## src/rtl/sr_latch_bank.sv

```systemverilog
// sr_latch_bank: bank of clocked set/reset state bits.
//
// Each channel debounces its raw s and r requests (DEBOUNCE consecutive
// high samples before the request is believed), resolves simultaneous
// set and reset according to PRIORITY, and emits one-cycle rise/fall
// pulses when the held state changes.
//
// Optional build macro: SR_LATCH_BANK_CONFLICT_FLAG_EN
//   When defined, a sticky per-channel 'conflict' output records that the
//   filtered set and reset were ever active together. It is cleared only
//   by reset or clr.
//
// Conflict modes (PRIORITY):
//   0 reset wins, 1 set wins, 2 hold current state, 3 toggle every cycle.

module sr_latch_bank #(
  parameter int unsigned CHANNELS = 4,
  parameter int unsigned DEBOUNCE = 3,
  parameter int unsigned PRIORITY = 0
) (
  input  logic                clk,
  input  logic                reset,
  input  logic [CHANNELS-1:0] s,
  input  logic [CHANNELS-1:0] r,
  input  logic                clr,
  output logic [CHANNELS-1:0] out,
  output logic [CHANNELS-1:0] rise,
  output logic [CHANNELS-1:0] fall
`ifdef SR_LATCH_BANK_CONFLICT_FLAG_EN
  ,
  output logic [CHANNELS-1:0] conflict
`endif
);

  // Counter wide enough to hold the value DEBOUNCE itself.
  localparam int unsigned CW = $clog2(DEBOUNCE + 1);
  localparam logic [CW-1:0] CNT_MAX = CW'(DEBOUNCE);

  // Debounce counters, one per input per channel.
  logic [CHANNELS-1:0][CW-1:0] s_cnt_q, s_cnt_d;
  logic [CHANNELS-1:0][CW-1:0] r_cnt_q, r_cnt_d;

  // Filtered requests derived from the current counter values.
  logic [CHANNELS-1:0] s_eff;
  logic [CHANNELS-1:0] r_eff;

  // Latch state and its edge pulses.
  logic [CHANNELS-1:0] out_q, out_d;
  logic [CHANNELS-1:0] rise_q, rise_d;
  logic [CHANNELS-1:0] fall_q, fall_d;

`ifdef SR_LATCH_BANK_CONFLICT_FLAG_EN
  logic [CHANNELS-1:0] conflict_q, conflict_d;
`endif

  // A high sample advances the count and saturates; any low sample
  // restarts filtering immediately, so release is never debounced.
  function automatic logic [CW-1:0] cnt_next(input logic raw,
                                             input logic [CW-1:0] cnt);
    logic [CW-1:0] nxt;
    if (!raw) begin
      nxt = '0;
    end else if (cnt == CNT_MAX) begin
      nxt = cnt;
    end else begin
      nxt = cnt + CW'(1);
    end
    return nxt;
  endfunction

  // Next latch value from the filtered requests and the current state.
  function automatic logic resolve(input logic set_req,
                                   input logic rst_req,
                                   input logic cur);
    logic nxt;
    case ({set_req, rst_req})
      2'b10:   nxt = 1'b1;
      2'b01:   nxt = 1'b0;
      2'b11: begin
        case (PRIORITY)
          32'd0:   nxt = 1'b0;
          32'd1:   nxt = 1'b1;
          32'd2:   nxt = cur;
          32'd3:   nxt = ~cur;
          default: nxt = 1'b0;
        endcase
      end
      default: nxt = cur;
    endcase
    return nxt;
  endfunction

  // Filtered flags: a request is believed once its counter has saturated.
  always_comb begin
    s_eff = '0;
    r_eff = '0;
    for (int i = 0; i < int'(CHANNELS); i++) begin
      s_eff[i] = (s_cnt_q[i] == CNT_MAX);
      r_eff[i] = (r_cnt_q[i] == CNT_MAX);
    end
  end

  // Debounce counter next state; clr restarts every filter from zero.
  always_comb begin
    s_cnt_d = s_cnt_q;
    r_cnt_d = r_cnt_q;
    if (clr) begin
      s_cnt_d = '0;
      r_cnt_d = '0;
    end else begin
      for (int i = 0; i < int'(CHANNELS); i++) begin
        s_cnt_d[i] = cnt_next(s[i], s_cnt_q[i]);
        r_cnt_d[i] = cnt_next(r[i], r_cnt_q[i]);
      end
    end
  end

  // Latch next state and edge pulses; clr zeroes state without a fall pulse.
  always_comb begin
    out_d  = out_q;
    rise_d = '0;
    fall_d = '0;
    if (clr) begin
      out_d  = '0;
      rise_d = '0;
      fall_d = '0;
    end else begin
      for (int i = 0; i < int'(CHANNELS); i++) begin
        out_d[i] = resolve(s_eff[i], r_eff[i], out_q[i]);
      end
      rise_d = out_d & ~out_q;
      fall_d = ~out_d & out_q;
    end
  end

`ifdef SR_LATCH_BANK_CONFLICT_FLAG_EN
  // Sticky record of any cycle where set and reset were both believed.
  always_comb begin
    conflict_d = conflict_q;
    if (clr) begin
      conflict_d = '0;
    end else begin
      conflict_d = conflict_q | (s_eff & r_eff);
    end
  end
`endif

  // State registers: reset clears everything at once, even mid-debounce.
  always_ff @(posedge clk or posedge reset) begin
    if (reset) begin
      s_cnt_q    <= '0;
      r_cnt_q    <= '0;
      out_q      <= '0;
      rise_q     <= '0;
      fall_q     <= '0;
`ifdef SR_LATCH_BANK_CONFLICT_FLAG_EN
      conflict_q <= '0;
`endif
    end else begin
      s_cnt_q    <= s_cnt_d;
      r_cnt_q    <= r_cnt_d;
      out_q      <= out_d;
      rise_q     <= rise_d;
      fall_q     <= fall_d;
`ifdef SR_LATCH_BANK_CONFLICT_FLAG_EN
      conflict_q <= conflict_d;
`endif
    end
  end

  assign out  = out_q;
  assign rise = rise_q;
  assign fall = fall_q;
`ifdef SR_LATCH_BANK_CONFLICT_FLAG_EN
  assign conflict = conflict_q;
`endif

endmodule

```

## config.mk

```make
export PLATFORM = sky130hd
export DESIGN_NAME = sr_latch_bank
export DESIGN_NICKNAME = d
export VERILOG_FILES = /design/src/rtl/sr_latch_bank.sv
export SDC_FILE = /design/constraint.sdc
export NUM_CORES = 1
export LEC_CHECK = 0
export ABC_CLOCK_PERIOD_IN_PS = 1250
export CORE_ASPECT_RATIO = 0.7
export CORE_MARGIN = 2
export CORE_UTILIZATION = 35
export CTS_BUF_LIST = sky130_fd_sc_hd__clkbuf_2 sky130_fd_sc_hd__clkbuf_4 sky130_fd_sc_hd__clkbuf_8
export DETAILED_ROUTE_END_ITERATION = 8
export PLACE_DENSITY = 0.67
export SYNTH_ARGS = -nofsm -noshare
export SYNTH_HDL_FRONTEND = slang
export SYNTH_SLANG_ARGS = --single-unit
```

## constraint.sdc

```tcl
create_clock -name clk -period 1.25 [get_ports clk]
set_input_delay 0.3125 -clock clk [delete_from_list [all_inputs] [get_ports clk]]
set_output_delay 0.3125 -clock clk [all_outputs]
set_load 0.05 [all_outputs]
```

After elaboration in Yosys (flattened, before gate mapping)
Cells that the tools add are included.
Word-level totals
  flip-flop bits (word level): 28
  input port bits: 11
  logic and storage cells: 84
Cells by class
  bitwise logic cells: 4
  $add $sub $neg: 8
  eq/ne operators: 28
  multiplexer cells: 29
  reductions and logical operators: 4
Operators with widths (number)
  $eq 2x2->1 const B: 16
  $mux 2: 16
  $ne 3x3->1 const B: 8
  $add 2x1->2 const B: 8
  $mux 8: 2
  $mux 4: 3
  $and 4x4->4: 2
  $eq 2x1->1 const B: 4
  $not 4->4: 2
  $pmux 1 s2: 4
  $reduce_or 2->1: 4
  $mux 1: 4

Depth between registers and ports, before layout
  depth after elaboration: 8
  gate-level depth with buffers: 3

Worst setup path before layout
Ideal clock, no wire load.
  path type: register to register
  start point: reg out_q[0], in the netlist out[0]
  end point: reg rise_q[0], in the netlist rise[0]
  path slack: 0.277 ns
  setup time: 0.095 ns
  arrival time: 0.877 ns
  stages on the path, launching flop included: 2
  data required time: 1.155 ns
  path through: dfrtp_1 nor4b_2
On the way
  word-level cells in the longest chain between the ends: 4
  elaborated cells between the ends (all ways): 5
  those cells by class: mux: 3; bitwise: 2
RTL lines
  start: declaration: RTL line 48  | logic [CHANNELS-1:0] out_q, out_d;
  start signal: assignment: RTL line 162  | out_q <= out_d;
  $pmux 1 s2: RTL line 76  | case ({set_req, rst_req})
  $mux 1: RTL line 123  | if (clr) begin
  $and 4x4->4 (*): RTL line 131  | rise_d = out_d & ~out_q;
  $mux 4 (*): RTL line 123
  via rise_d[0]: RTL line 49  | logic [CHANNELS-1:0] rise_q, rise_d;
  end signal: assignment: RTL line 163  | rise_q <= rise_d;
  end: declaration: RTL line 49
Mark *: on every way through the listed nets, which the timed path passes. The rest lies on a longest branch. The select of a mux whose other input is x is not followed.
A chain may end at the register's enable or synchronous reset.

Final worst setup path
  start point: reg out_q[1], in the netlist out[1]
  end point: out out[1]
RTL lines
  end: declaration: RTL line 26  | output logic [CHANNELS-1:0] out,
No word-level cell between the ends.

==> flow_results.xml <==
<?xml version="1.0" encoding="UTF-8"?>
<metrics>
  <group name="sta">
    <metric name="max_slew.worst_pin.slew" unit="ps">235</metric>
    <metric name="final.setup_skew" unit="ps">1.13</metric>
    <metric name="finalSetupTns" unit="ps">0</metric>
    <metric name="finalHoldViolations" unit="">0</metric>
    <metric name="rsz0062_at_grt" unit="">false</metric>
    <metric name="period_needed" unit="ps">1200</metric>
    <metric name="fmax" unit="GHz">0.836</metric>
    <metric name="timing.final.setup_violations" unit="">0</metric>
    <metric name="timing.final.crit_share" unit="%">95.7</metric>
    <metric name="report.final.slew_viol_count" unit="">0</metric>
    <metric name="finalHoldWorstSlack" unit="ps">360</metric>
    <metric name="relSlewSlack" unit="%">84.4</metric>
  </group>
  <group name="routing">
    <metric name="post_drt_wl_per_cell" unit="um">11.2</metric>
    <metric name="vias_per_cell" unit="">4.36</metric>
    <metric name="drt-initial-drc-count" unit="">16</metric>
    <metric name="dr.pass1.iters" unit="">4</metric>
    <metric name="drcViolationCount" unit="">0</metric>
    <metric name="routed-via-count" unit="">754</metric>
    <metric name="ant_nets" unit="">0</metric>
    <metric name="postRouteWirelength" unit="um">1940</metric>
  </group>
  <group name="hold_path">
    <metric name="holdCritPathClass" unit="">primary input to asynchronous set/reset pin</metric>
  </group>
  <group name="cts">
    <metric name="htree_num_levels" unit="">1</metric>
    <metric name="largest_buffer_count_on_any_clock_path" unit="">2</metric>
    <metric name="clock_insertion_delay_worst_skew" unit="ps">270</metric>
    <metric name="cts-resized-gates" unit="">0</metric>
    <metric name="postCtsSetupRepairBufs" unit="">0</metric>
    <metric name="cts.clk_slew.worst_paths" unit="ps">90</metric>
    <metric name="clock_sink_count" unit="">28</metric>
    <metric name="cts_tree" unit="">built</metric>
    <metric name="cts-hold-fix-buffers" unit="">0</metric>
    <metric name="numCtsBuffers" unit="">3</metric>
    <metric name="clock-root-buffer" unit="">sky130_fd_sc_hd__clkbuf_8</metric>
  </group>
  <group name="cells_and_area">
    <metric name="antennaDiodeCount" unit="">0</metric>
    <metric name="finish.net_count" unit="">144</metric>
    <metric name="number_of_standard_cells_in_the_layout_taps_in_and_fillers_out" unit="">173</metric>
    <metric name="area_delta_synth_final" unit="%">36.5</metric>
    <metric name="drive_gt1_share" unit="%">26.0</metric>
  </group>
  <group name="run">
    <metric name="cap_violations" unit="">0</metric>
  </group>
  <group name="die">
    <metric name="design.die.area" unit="um2">4150</metric>
    <metric name="placementRows" unit="">18</metric>
    <metric name="core-area" unit="um2">3510</metric>
    <metric name="io-pin-count" unit="">23</metric>
    <metric name="floorplan.initialDensity" unit="%">36.3</metric>
    <metric name="die_x" unit="um">76.1</metric>
    <metric name="die_y" unit="um">54.5</metric>
  </group>
  <group name="power_and_ir_drop">
    <metric name="vdd.ir_drop.worst" unit="mV">0.450</metric>
    <metric name="cell_internal_pwr" unit="W">0.00125</metric>
    <metric name="total_power" unit="W">0.00161</metric>
    <metric name="power_density" unit="nW/um2">926</metric>
    <metric name="power.leakage" unit="nW">0.840</metric>
    <metric name="power_frac_seq" unit="%">59.1</metric>
    <metric name="share_clk_of_total_power" unit="%">29.1</metric>
    <metric name="power.share.combinational" unit="%">11.8</metric>
    <metric name="total_switching_power" unit="W">0.000359</metric>
    <metric name="switching_share" unit="%">22.3</metric>
  </group>
  <group name="yosys">
    <metric name="number_of_flip_flops_and_latches_in_the_synthesized_netlist" unit="">28</metric>
    <metric name="yosysWarningCount" unit="">0</metric>
    <metric name="post_synth.cell_area_avg" unit="um2">13.0</metric>
    <metric name="ys_types" unit="">12</metric>
    <metric name="netlist_area" unit="um2">1270</metric>
    <metric name="synthTopCellsByArea" unit="">sky130_fd_sc_hd__dfrtp_1, sky130_fd_sc_hd__nand2b_4, sky130_fd_sc_hd__ha_1</metric>
    <metric name="synth.net_count" unit="">117</metric>
    <metric name="post_synth_inst_count" unit="">98</metric>
    <metric name="synth_area_leader_cell" unit="">sky130_fd_sc_hd__dfrtp_1</metric>
    <metric name="yosysTopAreaCellShare" unit="%">55.0</metric>
    <metric name="yosysSeqAreaShare" unit="%">55.0</metric>
  </group>
  <group name="global_routing">
    <metric name="grt_overflow" unit="">0</metric>
    <metric name="largest_net_degree_at_the_start_of_global_routing" unit="">29</metric>
    <metric name="grt_pass1_wl" unit="um">3440</metric>
    <metric name="groute.usage.overall" unit="%">10.7</metric>
    <metric name="antenna_found_initial" unit="">0</metric>
    <metric name="grt_pass1_vias" unit="">793</metric>
  </group>
  <group name="worst_setup_path">
    <metric name="crit_required" unit="ps">940</metric>
    <metric name="worst_path_max_delay_cell" unit="">sky130_fd_sc_hd__dfrtp_2</metric>
    <metric name="slowest_delay" unit="ps">460</metric>
    <metric name="worst_setup_path_end_kind" unit="">output pin</metric>
    <metric name="timing.critical_path.from_type" unit="">flop</metric>
    <metric name="ff2ff_setup_slack" unit="ps">180</metric>
    <metric name="worst_reg_to_reg_path_cell_count" unit="">2</metric>
    <metric name="critPathArrivalTime" unit="ps">880</metric>
    <metric name="r2r_end" unit="">rise[3]</metric>
    <metric name="ordered_list_of_cells_on_the_worst_path" unit="">buf_12</metric>
    <metric name="path_buf_inv" unit="">1</metric>
    <metric name="r2r_start" unit="">r_cnt_q[6]</metric>
    <metric name="crit_family" unit="">flip-flops</metric>
    <metric name="worst-setup-path-type" unit="">flop to output pin</metric>
    <metric name="cp_max_fo" unit="">4</metric>
  </group>
  <group name="placement">
    <metric name="post-place-cells" unit="">170</metric>
    <metric name="half_perimeter_wire_length_after_placement" unit="um">1510</metric>
    <metric name="gp_congestion" unit="">0.684</metric>
    <metric name="numPortBuffers" unit="">22</metric>
  </group>
  <group name="status">
    <metric name="run_status" unit="">completed</metric>
  </group>
</metrics>
## through the flow
stage	instance area [um2]	utilization [%]	setup WS (ps)
after detailed placement	1690	48.2	-100
after global placement	1690	48.2	-35.4
after floorplan	1270	-	277
after global routing	1740	49.5	12.3
after CTS	1740	49.4	15.2
final	1740	49.5	53.5
## area by class of cell
| class | instances | area [um2] |
|---|---|---|
| Clock buffer | 3 | 41.3 |
| Sequential cell | 28 | 704 |
| Fill cell | 328 | 1770 |
| Tap cell | 50 | 62.6 |
| Inverter | 1 | 3.75 |
| Timing Repair Buffer | 24 | 380 |
| Multi-Input combinational cell | 67 | 547 |
## worst max path at each step
| stage | depth (start not counted) | from | end |
|---|---|---|---|
| 2_1_floorplan | 1 | out[0] | rise[0] |
| 3_3_place_gp | 3 | clr | fall[2] |
| 3_5_place_dp | 3 | clr | rise[3] |
| 4_1_cts | 1 | out[1] | out[1] |
| 5_1_grt | 1 | out[1] | out[1] |
| 6_report | 1 | out[1] | out[1] |
## sequential cells by signal, indices dropped and copies added (netlist names)
name     flops
rise         4
s_cnt_q      8
r_cnt_q      8
out          4
fall         4
## cell families after synthesis
kind of cell	Yosys count	synth area share (%)
buffers and inverters	3	2.06
AND/OR/NAND/NOR	43	23.3
XOR/XNOR	8	5.50
flip-flops	28	55.0
multiplexers	8	6.29
adder cells (fa/ha/maj)	8	7.86
## power by group through the flow
stage / Clock [W] / Sequential (W) / Combinational, W
4_1_cts: 0.000488 / 0.000952 / 0.000196
5_1_grt: 0.000531 / 0.000955 / 0.000209
3_3_place_gp: 0 / 0.000967 / 0.000183
6_report: 0.000468 / 0.000952 / 0.000190
2_1_floorplan: 0 / 0.000973 / 0.000106
3_5_place_dp: 0 / 0.000970 / 0.000195
## layer usage
metal  track usage [%]  part of all wire (%)  up-vias
met5                 0                     0        -
met3              4.95                   6.2        2
met1              11.9                    41      361
met4              1.82                  0.52        0
met2              19.8                    52       16
li1                  -                     -      375
## cells in the final DEF, fill, tap and decap left out
master                            count
sky130_fd_sc_hd__dfrtp_1             25
sky130_fd_sc_hd__nor2_1              23
sky130_fd_sc_hd__buf_12              14
sky130_fd_sc_hd__clkdlybuf4s50_1     10
sky130_fd_sc_hd__nand2b_4             8
sky130_fd_sc_hd__xor2_1               8
sky130_fd_sc_hd__mux2i_1              8
sky130_fd_sc_hd__ha_1                 8
sky130_fd_sc_hd__nor4b_2              4
sky130_fd_sc_hd__nor3_1               4
sky130_fd_sc_hd__nand2_1              3
sky130_fd_sc_hd__clkbuf_8             3
sky130_fd_sc_hd__dfrtp_2              3
sky130_fd_sc_hd__and3b_1              1
sky130_fd_sc_hd__inv_1                1
## Yosys cell counts
cell type / count
sky130_fd_sc_hd__and3b_1: 1
sky130_fd_sc_hd__buf_6: 2
sky130_fd_sc_hd__dfrtp_1: 28
sky130_fd_sc_hd__ha_1: 8
sky130_fd_sc_hd__inv_1: 1
sky130_fd_sc_hd__mux2i_1: 8
sky130_fd_sc_hd__nand2_1: 3
sky130_fd_sc_hd__nand2b_4: 8
sky130_fd_sc_hd__nor2_1: 23
sky130_fd_sc_hd__nor3_1: 4
sky130_fd_sc_hd__nor4b_2: 4
sky130_fd_sc_hd__xor2_1: 8
Power figures use the tool's default switching activity.
